===== src/rtl/dmg_dma_pkg.sv =====
// Shared types and defaults for the OAM DMA engine.
package dmg_dma_pkg;

    typedef enum logic [1:0] {IDLE, SETUP, RUN} dma_state_t;

    localparam int unsigned DMA_LEN_DEF    = 160;
    localparam int unsigned SETUP_MCYC_DEF = 1;
    localparam logic [15:0] DMA_REG_ADDR   = 16'hFF46;
    localparam logic [2:0]  VRAM_PAGE_HI   = 3'b100;

endpackage


===== src/rtl/oam_dma_counter.sv =====
// Byte counter for the OAM DMA copy: clear, advance, and a terminal flag at the last byte.
module oam_dma_counter
    import dmg_dma_pkg::*;
#(
    parameter int unsigned DMA_LEN = DMA_LEN_DEF
) (
    input  logic       i_clk,
    input  logic       i_reset,
    input  logic       i_clear,
    input  logic       i_advance,
    output logic [7:0] o_cnt,
    output logic       o_term
);

    logic [7:0] r_cnt;

    always_ff @(posedge i_clk or posedge i_reset) begin
        if (i_reset) begin
            r_cnt <= 8'd0;
        end else if (i_clear) begin
            r_cnt <= 8'd0;
        end else if (i_advance) begin
            r_cnt <= r_cnt + 8'd1;
        end
    end

    assign o_cnt  = r_cnt;
    assign o_term = (r_cnt == 8'(DMA_LEN - 1));

endmodule


===== src/rtl/oam_dma_ctrl.sv =====
// OAM DMA initiator: FF46 write latches a source page, then copies DMA_LEN bytes into OAM,
// one byte per M-cycle, after SETUP_MCYC setup M-cycles.
module oam_dma_ctrl
    import dmg_dma_pkg::*;
#(
    parameter int unsigned DMA_LEN    = DMA_LEN_DEF,
    parameter int unsigned SETUP_MCYC = SETUP_MCYC_DEF,
    parameter logic [15:0] REG_ADDR   = DMA_REG_ADDR
) (
    input  logic        i_clk,
    input  logic        i_reset,
    input  logic        i_mcyc,
    input  logic [15:0] i_cpu_a,
    input  logic [7:0]  i_cpu_d,
    input  logic        i_cpu_wr,
    input  logic        i_cpu_rd,
    output logic [7:0]  o_reg_q,
    output logic        o_reg_oe,
    output logic [15:0] o_dma_a,
    output logic        o_dma_run,
    output logic        o_oam_addr_ndma,
    output logic        o_vram_to_oam,
    output logic        o_dma_ext,
    output logic        o_dma_wr
);

    dma_state_t  r_state;
    logic [7:0]  r_src;
    logic [7:0]  r_src_act;
    logic [7:0]  r_setup;
    logic        r_pend;
    logic        r_run;
    logic        r_vram;
    logic        r_wr;
    logic [15:0] r_dma_a;

    logic        w_reg_wr;
    logic        w_start;
    logic        w_byte;
    logic [7:0]  w_cnt;
    logic        w_term;

    assign w_reg_wr = i_cpu_wr && (i_cpu_a == REG_ADDR);
    // A pending trigger pre-empts any byte on the same M-cycle, which is what aborts a copy.
    assign w_start  = i_mcyc && r_pend;
    assign w_byte   = i_mcyc && !r_pend &&
                      (((r_state == SETUP) && (r_setup <= 8'd1)) || (r_state == RUN));

    oam_dma_counter #(
        .DMA_LEN (DMA_LEN)
    ) u_counter (
        .i_clk     (i_clk),
        .i_reset   (i_reset),
        .i_clear   (w_start),
        .i_advance (w_byte),
        .o_cnt     (w_cnt),
        .o_term    (w_term)
    );

    always_ff @(posedge i_clk or posedge i_reset) begin
        if (i_reset) begin
            r_state   <= IDLE;
            r_src     <= 8'hFF;
            r_src_act <= 8'hFF;
            r_setup   <= 8'd0;
            r_pend    <= 1'b0;
            r_run     <= 1'b0;
            r_vram    <= 1'b0;
            r_wr      <= 1'b0;
            r_dma_a   <= 16'hFF00;
        end else begin
            r_wr <= 1'b0;
            if (w_reg_wr) begin
                r_src  <= i_cpu_d;
                r_pend <= 1'b1;
            end else if (w_start) begin
                r_pend <= 1'b0;
            end

            if (w_start) begin
                r_state   <= SETUP;
                r_setup   <= 8'(SETUP_MCYC);
                r_src_act <= r_src;
                r_run     <= 1'b1;
                r_vram    <= (r_src[7:5] == VRAM_PAGE_HI);
            end else if (w_byte) begin
                r_wr    <= 1'b1;
                r_dma_a <= {r_src_act, w_cnt};
                r_setup <= 8'd0;
                r_state <= w_term ? IDLE : RUN;
            end else if (i_mcyc && (r_state == SETUP)) begin
                r_setup <= r_setup - 8'd1;
            end else if (r_state == IDLE) begin
                // Run drops one clk after the final write strobe.
                r_run  <= 1'b0;
                r_vram <= 1'b0;
            end
        end
    end

    assign o_reg_q         = r_src;
    assign o_reg_oe        = i_cpu_rd && (i_cpu_a == REG_ADDR);
    assign o_dma_a         = r_dma_a;
    assign o_dma_run       = r_run;
    assign o_oam_addr_ndma = !r_run;
    assign o_vram_to_oam   = r_vram;
    assign o_dma_ext       = r_run && !r_vram;
    assign o_dma_wr        = r_wr;

endmodule


===== config.mk =====
export PLATFORM = sky130hd
export DESIGN_NAME = oam_dma_ctrl
export DESIGN_NICKNAME = d
export VERILOG_FILES = /design/src/rtl/dmg_dma_pkg.sv /design/src/rtl/oam_dma_counter.sv /design/src/rtl/oam_dma_ctrl.sv
export SDC_FILE = /design/constraint.sdc
export NUM_CORES = 1
export LEC_CHECK = 0
export ABC_CLOCK_PERIOD_IN_PS = 5900
export CORE_UTILIZATION = 55
export CTS_BUF_LIST = sky130_fd_sc_hd__clkbuf_8
export DETAILED_ROUTE_END_ITERATION = 6
export PLACE_DENSITY = 0.87
export SYNTH_ARGS = -nofsm -noshare
export SYNTH_HDL_FRONTEND = slang
export SYNTH_SLANG_ARGS = --single-unit

===== constraint.sdc =====
create_clock -name i_clk -period 5.9 [get_ports i_clk]
set_input_delay 0.59 -clock i_clk [delete_from_list [all_inputs] [get_ports i_clk]]
set_output_delay 0.59 -clock i_clk [all_outputs]
set_load 0.02 [all_outputs]

==> run metrics, run 1 <==
register clock-pin slew on the reported worst setup and hold paths=0.09 ns; First-pass DRT Iterations=4; final hold vios=0; number of port buffers=58; filler instances=280; cell taking the most area after synthesis=dfrtp_1; die height=67.8 um; Yosys cell types=41; CP Class=primary input to output pin; Detailed Place HPWL=3020 um; Die X=67.8 um; max-cap viol count=0; Mapped Area=2380 um2; Post-Layout Inst Area=3060 um2; post-synthesis simple-gate area fraction=11.4%; slew at the pin with the worst max-slew slack=1.07 ns; Critical Path Max Stage Delay=0.66 ns; Synth Instances=194; Max Clk Rate=295 MHz; Vias=1680; Clock Skews=0.0106 ns; pre-CTS setup slack=2.50 ns; critical path, cell by cell=clkdlybuf4s50_1 > or4b_2 > nor4_1 > and2_1 > clkdlybuf4s50_1; Slew Viols, Final=0; hold_buf cts=0; Seq/Total Area, Yosys=58.0%; Avg Cell Area, Syn=12.3 um2; Syn. warnings=0; largest family of logic cells by synthesized area=multiplexers; first-pass GRT wire length=7650 um; arrival time worst endpoint=2.80 ns; syn_nets=226; status=finished clean; Clock Root Buffer=clkbuf_8; Max FO, Critical Path=2; Synth Area in Compound Gates=7.56%; RSZ-0062 raised after global routing=false; Post-Synth XOR/XNOR Area=2.57%; initial DRC count=123; power density cells=291 nW/um2; Synth top area share=31.5%; Startpoint Class=primary input; Initial Utilization=58.3%; period utilization=57.4%; drt via density=5.56; setup bufs post-CTS=0; Final #Nets=284; All-Layer GR Usage=23.0%; Num CTS Buffers=5; largest net degree at the start of global routing=55; drt drc=0; peak supply drop=0.181 mV; Die Area=4600 um2; antenna-violating nets left=0; # clock sinks=54; wire per inst=14.6 um; CP max-delay cell=or4b_2; number of synthesized flops with an enable pin=0; Area growth, synth to finish=28.6%; synthesized flop and latch total=54; Core Rows=23; latest clock arrival within the worst-skew pair=0.31 ns; Max clock buf depth=2; P_leak=0.00132 uW; slew margin rel.=28.8%; most frequent cells in the layout=clkdlybuf4s50_1, dfrtp_1, dfstp_2; initial antenna violation count=0; share of flip-flops with an asynchronous set or reset=100%; RD Place Congestion=0.819; I/O Pins=59; Std-Cell Core Area=4090 um2; Overflow after GRT=0; most common cell after layout, fill and taps aside=clkdlybuf4s50_1; share of cells above drive strength 1=22.2%; # H-tree levels=2; Total Wirelength=4410 um; Primary FF master, synth=dfrtp_1; n_diodes=0; worst setup margin=2.51 ns; Adder-Cell Fraction of Synth Area=1.58%; CP Data Required Time=5.31 ns; CTS tree=yes; Setup-failing EPs final=0; post-place instance area=2980 um2; vias in the first global route=1667; synth top area cells=dfrtp_1, dfstp_2, mux2_2; CP Capture Type=output pin; min-delay worst type=flip-flop to flip-flop; Final TNS setup=0 ns; Top cell by count, worst path=clkdlybuf4s50_1; mux cell area share after synthesis=14.5%; CTS resizes=0; final period demand of the worst path=3.39 ns
==> state kept, by name, summed over array words and instances, names as in the netlist <==
register / flops
o_dma_a: 16
o_reg_q: 8
r_setup: 8
r_src_act: 8
u_counter.o_cnt: 8
r_state: 2
o_dma_run: 1
o_dma_wr: 1
o_vram_to_oam: 1
r_pend: 1
==> cell families after synthesis <==
| logic type | Yosys count |
|---|---|
| adder cells (fa/ha/maj) | 3 |
| buffers and inverters | 21 |
| AND/OR/NAND/NOR | 50 |
| flip-flops | 54 |
| AO/OA/AOI/OAI | 28 |
| XOR/XNOR | 7 |
| multiplexers | 31 |
==> critical path: cells and delay by family <==
kind | cells | cell delay (ns)
AND/OR/NAND/NOR | 3 | 1.21
buffers and inverters | 2 | 1.00
==> through the flow <==
stage	util [%]	power (uW)	hold slack [ns]	cells
after floorplan	-	608	0.456	194
after global placement	72.8	685	0.482	295
after detailed placement	72.8	694	0.496	295
after CTS	75.0	899	0.512	302
after global routing	75.0	943	0.537	302
final	75.0	890	0.509	302
==> final timing paths <==
path	slack, ns	to	from	cells past startpoint
setup / recovery	2.51	o_reg_oe	i_cpu_a[0]	5
hold / removal	0.51	u_counter.o_cnt[4]$_DFFE_PP0P_	u_counter.o_cnt[4]$_DFFE_PP0P_	1
setup reg to reg	3.24	o_dma_a[6]$_DFFE_PP0P_	r_state[1]$_DFFE_PP0P_	5
hold reg to reg	0.51	u_counter.o_cnt[4]$_DFFE_PP0P_	u_counter.o_cnt[4]$_DFFE_PP0P_	1
max in group asynchronous	4.39	r_setup[1]$_DFFE_PP0P_	i_reset	2
min in group asynchronous	0.86	o_dma_a[1]$_DFFE_PP0P_	i_reset	2
==> layer usage <==
metal  wire [um]  track usage [%]
met4          49             6.25
met3         369             9.17
met2        2070             37.3
met1        1920             28.7
met5           0                0
==> final cells by class <==
cell class                 instances  area, um2  share of cell area [%]
clock buffer                       6       82.6                    2.70
sequential                        54       1380                    45.1
inverter                          14       53.8                    1.76
multi-input combinational        119        898                    29.3
clock inverter                     1       3.75                   0.123
tap                               50       62.6                    2.04
timing repair buffer              58        581                    19.0
==> where the power goes <==
group,total (uW),leakage (uW),internal (uW),switching (uW)
clock,206,0.0000485,91.7,114
sequential,455,0.000639,417,38.0
combinational,229,0.000634,110,119
total,890,0.00132,619,271
==> synthesized netlist by cell type, drive strengths merged, types with 4 or more instances <==
cell and count:
clkbuf 4, dfrtp 30, dfstp 24, inv 13, mux2 29, nand2 10, nand3 5, nor2 13
nor4 4, o21ai 15, xor2 4
(Power assumes the default switching activity.)
==> inputs of run 2 (changes only) <==
--- a/config.mk
+++ b/config.mk
@@ -5,11 +5,11 @@
 export SDC_FILE = /design/constraint.sdc
 export NUM_CORES = 1
 export LEC_CHECK = 0
-export ABC_CLOCK_PERIOD_IN_PS = 5900
-export CORE_UTILIZATION = 55
+export ABC_CLOCK_PERIOD_IN_PS = 3350
+export CORE_UTILIZATION = 51
 export CTS_BUF_LIST = sky130_fd_sc_hd__clkbuf_8
 export DETAILED_ROUTE_END_ITERATION = 6
-export PLACE_DENSITY = 0.87
+export PLACE_DENSITY = 0.81
 export SYNTH_ARGS = -nofsm -noshare
 export SYNTH_HDL_FRONTEND = slang
 export SYNTH_SLANG_ARGS = --single-unit
==> constraint.sdc (replaced) <==
create_clock -name i_clk -period 3.35 [get_ports i_clk]
set_input_delay 0.335 -clock i_clk [delete_from_list [all_inputs] [get_ports i_clk]]
set_output_delay 0.335 -clock i_clk [all_outputs]
set_load 0.02 [all_outputs]
==> run 2 against run 1 <==
Die area increased by 7.6%. Clock-buffer cell count unchanged. Register-to-register slack got worse by 2.6 ns. Clock power increased by 82%. Worst setup slack got worse by 2.0 ns. Combinational power increased by 77%. Final cell count increased by 1.3%. Utilization decreased by 5.2 points. Highest routed layer unchanged.
==> run metrics, run 2 (synthesis gave the netlist of run 1 again) <==
Final #Nets=285 (+0.35%); latest clock arrival within the worst-skew pair=0.30 ns (about the same); Std-Cell Core Area=4410 um2 (+8.0%); Sequential cell area=1380 um2 (unchanged); register clock-pin slew on the reported worst setup and hold paths=0.09 ns (about the same); Setup-failing EPs final=0 (unchanged); CTS resizes=0 (unchanged); first-pass GRT wire length=7660 um (about the same); Overflow after GRT=0 (unchanged); P_leak=0.00133 uW (+0.59%); filler instances=332 (+19%); initial DRC count=132 (+7.3%); FF-to-FF setup slack=0.68 ns (-2.56 ns); CP Class=primary input to output pin; Clock Skews=0.00291 ns (-0.00773 ns); Post-Layout Inst Area=3080 um2 (+0.57%); Total Wirelength=4290 um (-2.7%); CP Capture Type=output pin; Num CTS Buffers=5 (unchanged); Post-Layout Cell Count=306 (+1.3%); drt drc=0 (unchanged); Max Clk Rate=354 MHz; Detailed Place HPWL=2980 um (-1.5%); peak supply drop=0.285 mV (+57%); area of the multi-input gates=898 um2 (unchanged); max-cap viol count=0 (unchanged); I/O Pins=59 (unchanged); initial antenna violation count=0 (unchanged); Max clock buf depth=2 (unchanged); share of cells above drive strength 1=23.2% (+1.0 points); CP Data Required Time=3.01 ns (-2.30 ns); status=finished clean; Core Rows=24 (+4.3%); Vias=1673 (-0.42%); hold_buf cts=0 (unchanged); RD Place Congestion=0.750 (-8.4%); All-Layer GR Usage=19.6% (-3.5 points); wire per inst=14.0 um (-4.0%); hold path depth=1 (unchanged); setup bufs post-CTS=0 (unchanged); # H-tree levels=2 (unchanged); largest net degree at the start of global routing=51 (-7.3%); Die X=70.3 um (+3.7%); First-pass DRT Iterations=4 (unchanged); RSZ-0062 raised after global routing=false; # clock sinks=54 (unchanged); Die Area=4950 um2 (+7.6%); Max FO, Critical Path=2 (unchanged); post-place instance area=2990 um2 (+0.34%); antenna-violating nets left=0 (unchanged); Startpoint Class=primary input; Final Util=69.8% (-5.2 points); Slew Viols, Final=0 (unchanged); Largest register FFs=16 (unchanged); placed cell count=298 (+1.0%); arrival time worst endpoint=2.49 ns (-0.31 ns); vias in the first global route=1737 (+4.2%); n_diodes=0 (unchanged); period utilization=84.4%; worst-case reg-to-reg path depth=5 (unchanged); final hold vios=0 (unchanged); min-delay worst type=flip-flop to flip-flop; drt via density=5.47 (-1.7%); Clock Root Buffer=clkbuf_8; slew at the pin with the worst max-slew slack=0.989 ns (-0.0778 ns); CTS tree=yes; most frequent cells in the layout=clkdlybuf4s50_1, dfrtp_1, dfstp_2; Final TNS setup=0 ns (unchanged); final period demand of the worst path=2.83 ns; Tot Pwr=1590 uW (+78%); Initial Utilization=54.0% (-4.3 points); power density cells=515 nW/um2 (+77%); number of port buffers=58 (unchanged); most common cell after layout, fill and taps aside=clkdlybuf4s50_1; Area growth, synth to finish=29.3%; slew margin rel.=34.0% (+5.2 points); die height=70.3 um (+3.7%)
run 2: cell count changes in the layout (fill, tap and decap cells not counted):
cell,delta
buf_4,+1
inv_4,+1
clkinv_2,+1
inv_1,-1
run 2: worst max-delay path, stage by stage:
cell	delay, ns
clkdlybuf4s50_1	0.39
or4b_2	0.66
nor4_1	0.34
and2_1	0.17
clkdlybuf4s50_1	0.60
run 2: layout make-up:
class / count / area share [%]
Clock inverter: 2 / 0.366
Tap cell: 52 / 2.11
Timing Repair Buffer: 59 / 19.1
Inverter: 14 / 1.75
Clock buffer: 6 / 2.68
Sequential cell: 54 / 44.8
Multi-Input combinational cell: 119 / 29.2
run 2: path summary, 6_finish.rpt:
path,endpoint,startpoint
max in group asynchronous,o_reg_q[5]$_DFFE_PP1P_,i_reset
hold reg to reg,o_dma_a[6]$_DFFE_PP0P_,o_dma_a[6]$_DFFE_PP0P_
setup reg to reg,o_dma_a[6]$_DFFE_PP0P_,r_state[1]$_DFFE_PP0P_
hold / removal,o_dma_a[6]$_DFFE_PP0P_,o_dma_a[6]$_DFFE_PP0P_
min in group asynchronous,o_vram_to_oam$_DFFE_PP0P_,i_reset
setup / recovery,o_reg_oe,i_cpu_a[0]
run 2: metal layers:
layer	vias up	GRT usage, %	wire, um
met2	60	31.5	2050
met3	7	6.06	316
met4	0	7.11	70
li1	791	-	-
met5	-	0	0
met1	815	24.8	1850
run 2: per-stage QoR:
stage	setup slack, ns	hold slack [ns]
after floorplan	1.12	0.431
after global placement	0.493	0.477
after detailed placement	0.503	0.482
after CTS	0.502	0.504
after global routing	0.373	0.528
final	0.522	0.497
run 2: power breakdown:
part / switching [uW] / internal, uW
combinational: 212 / 194
sequential: 70.1 / 735
clock: 208 / 167
total: 490 / 1100
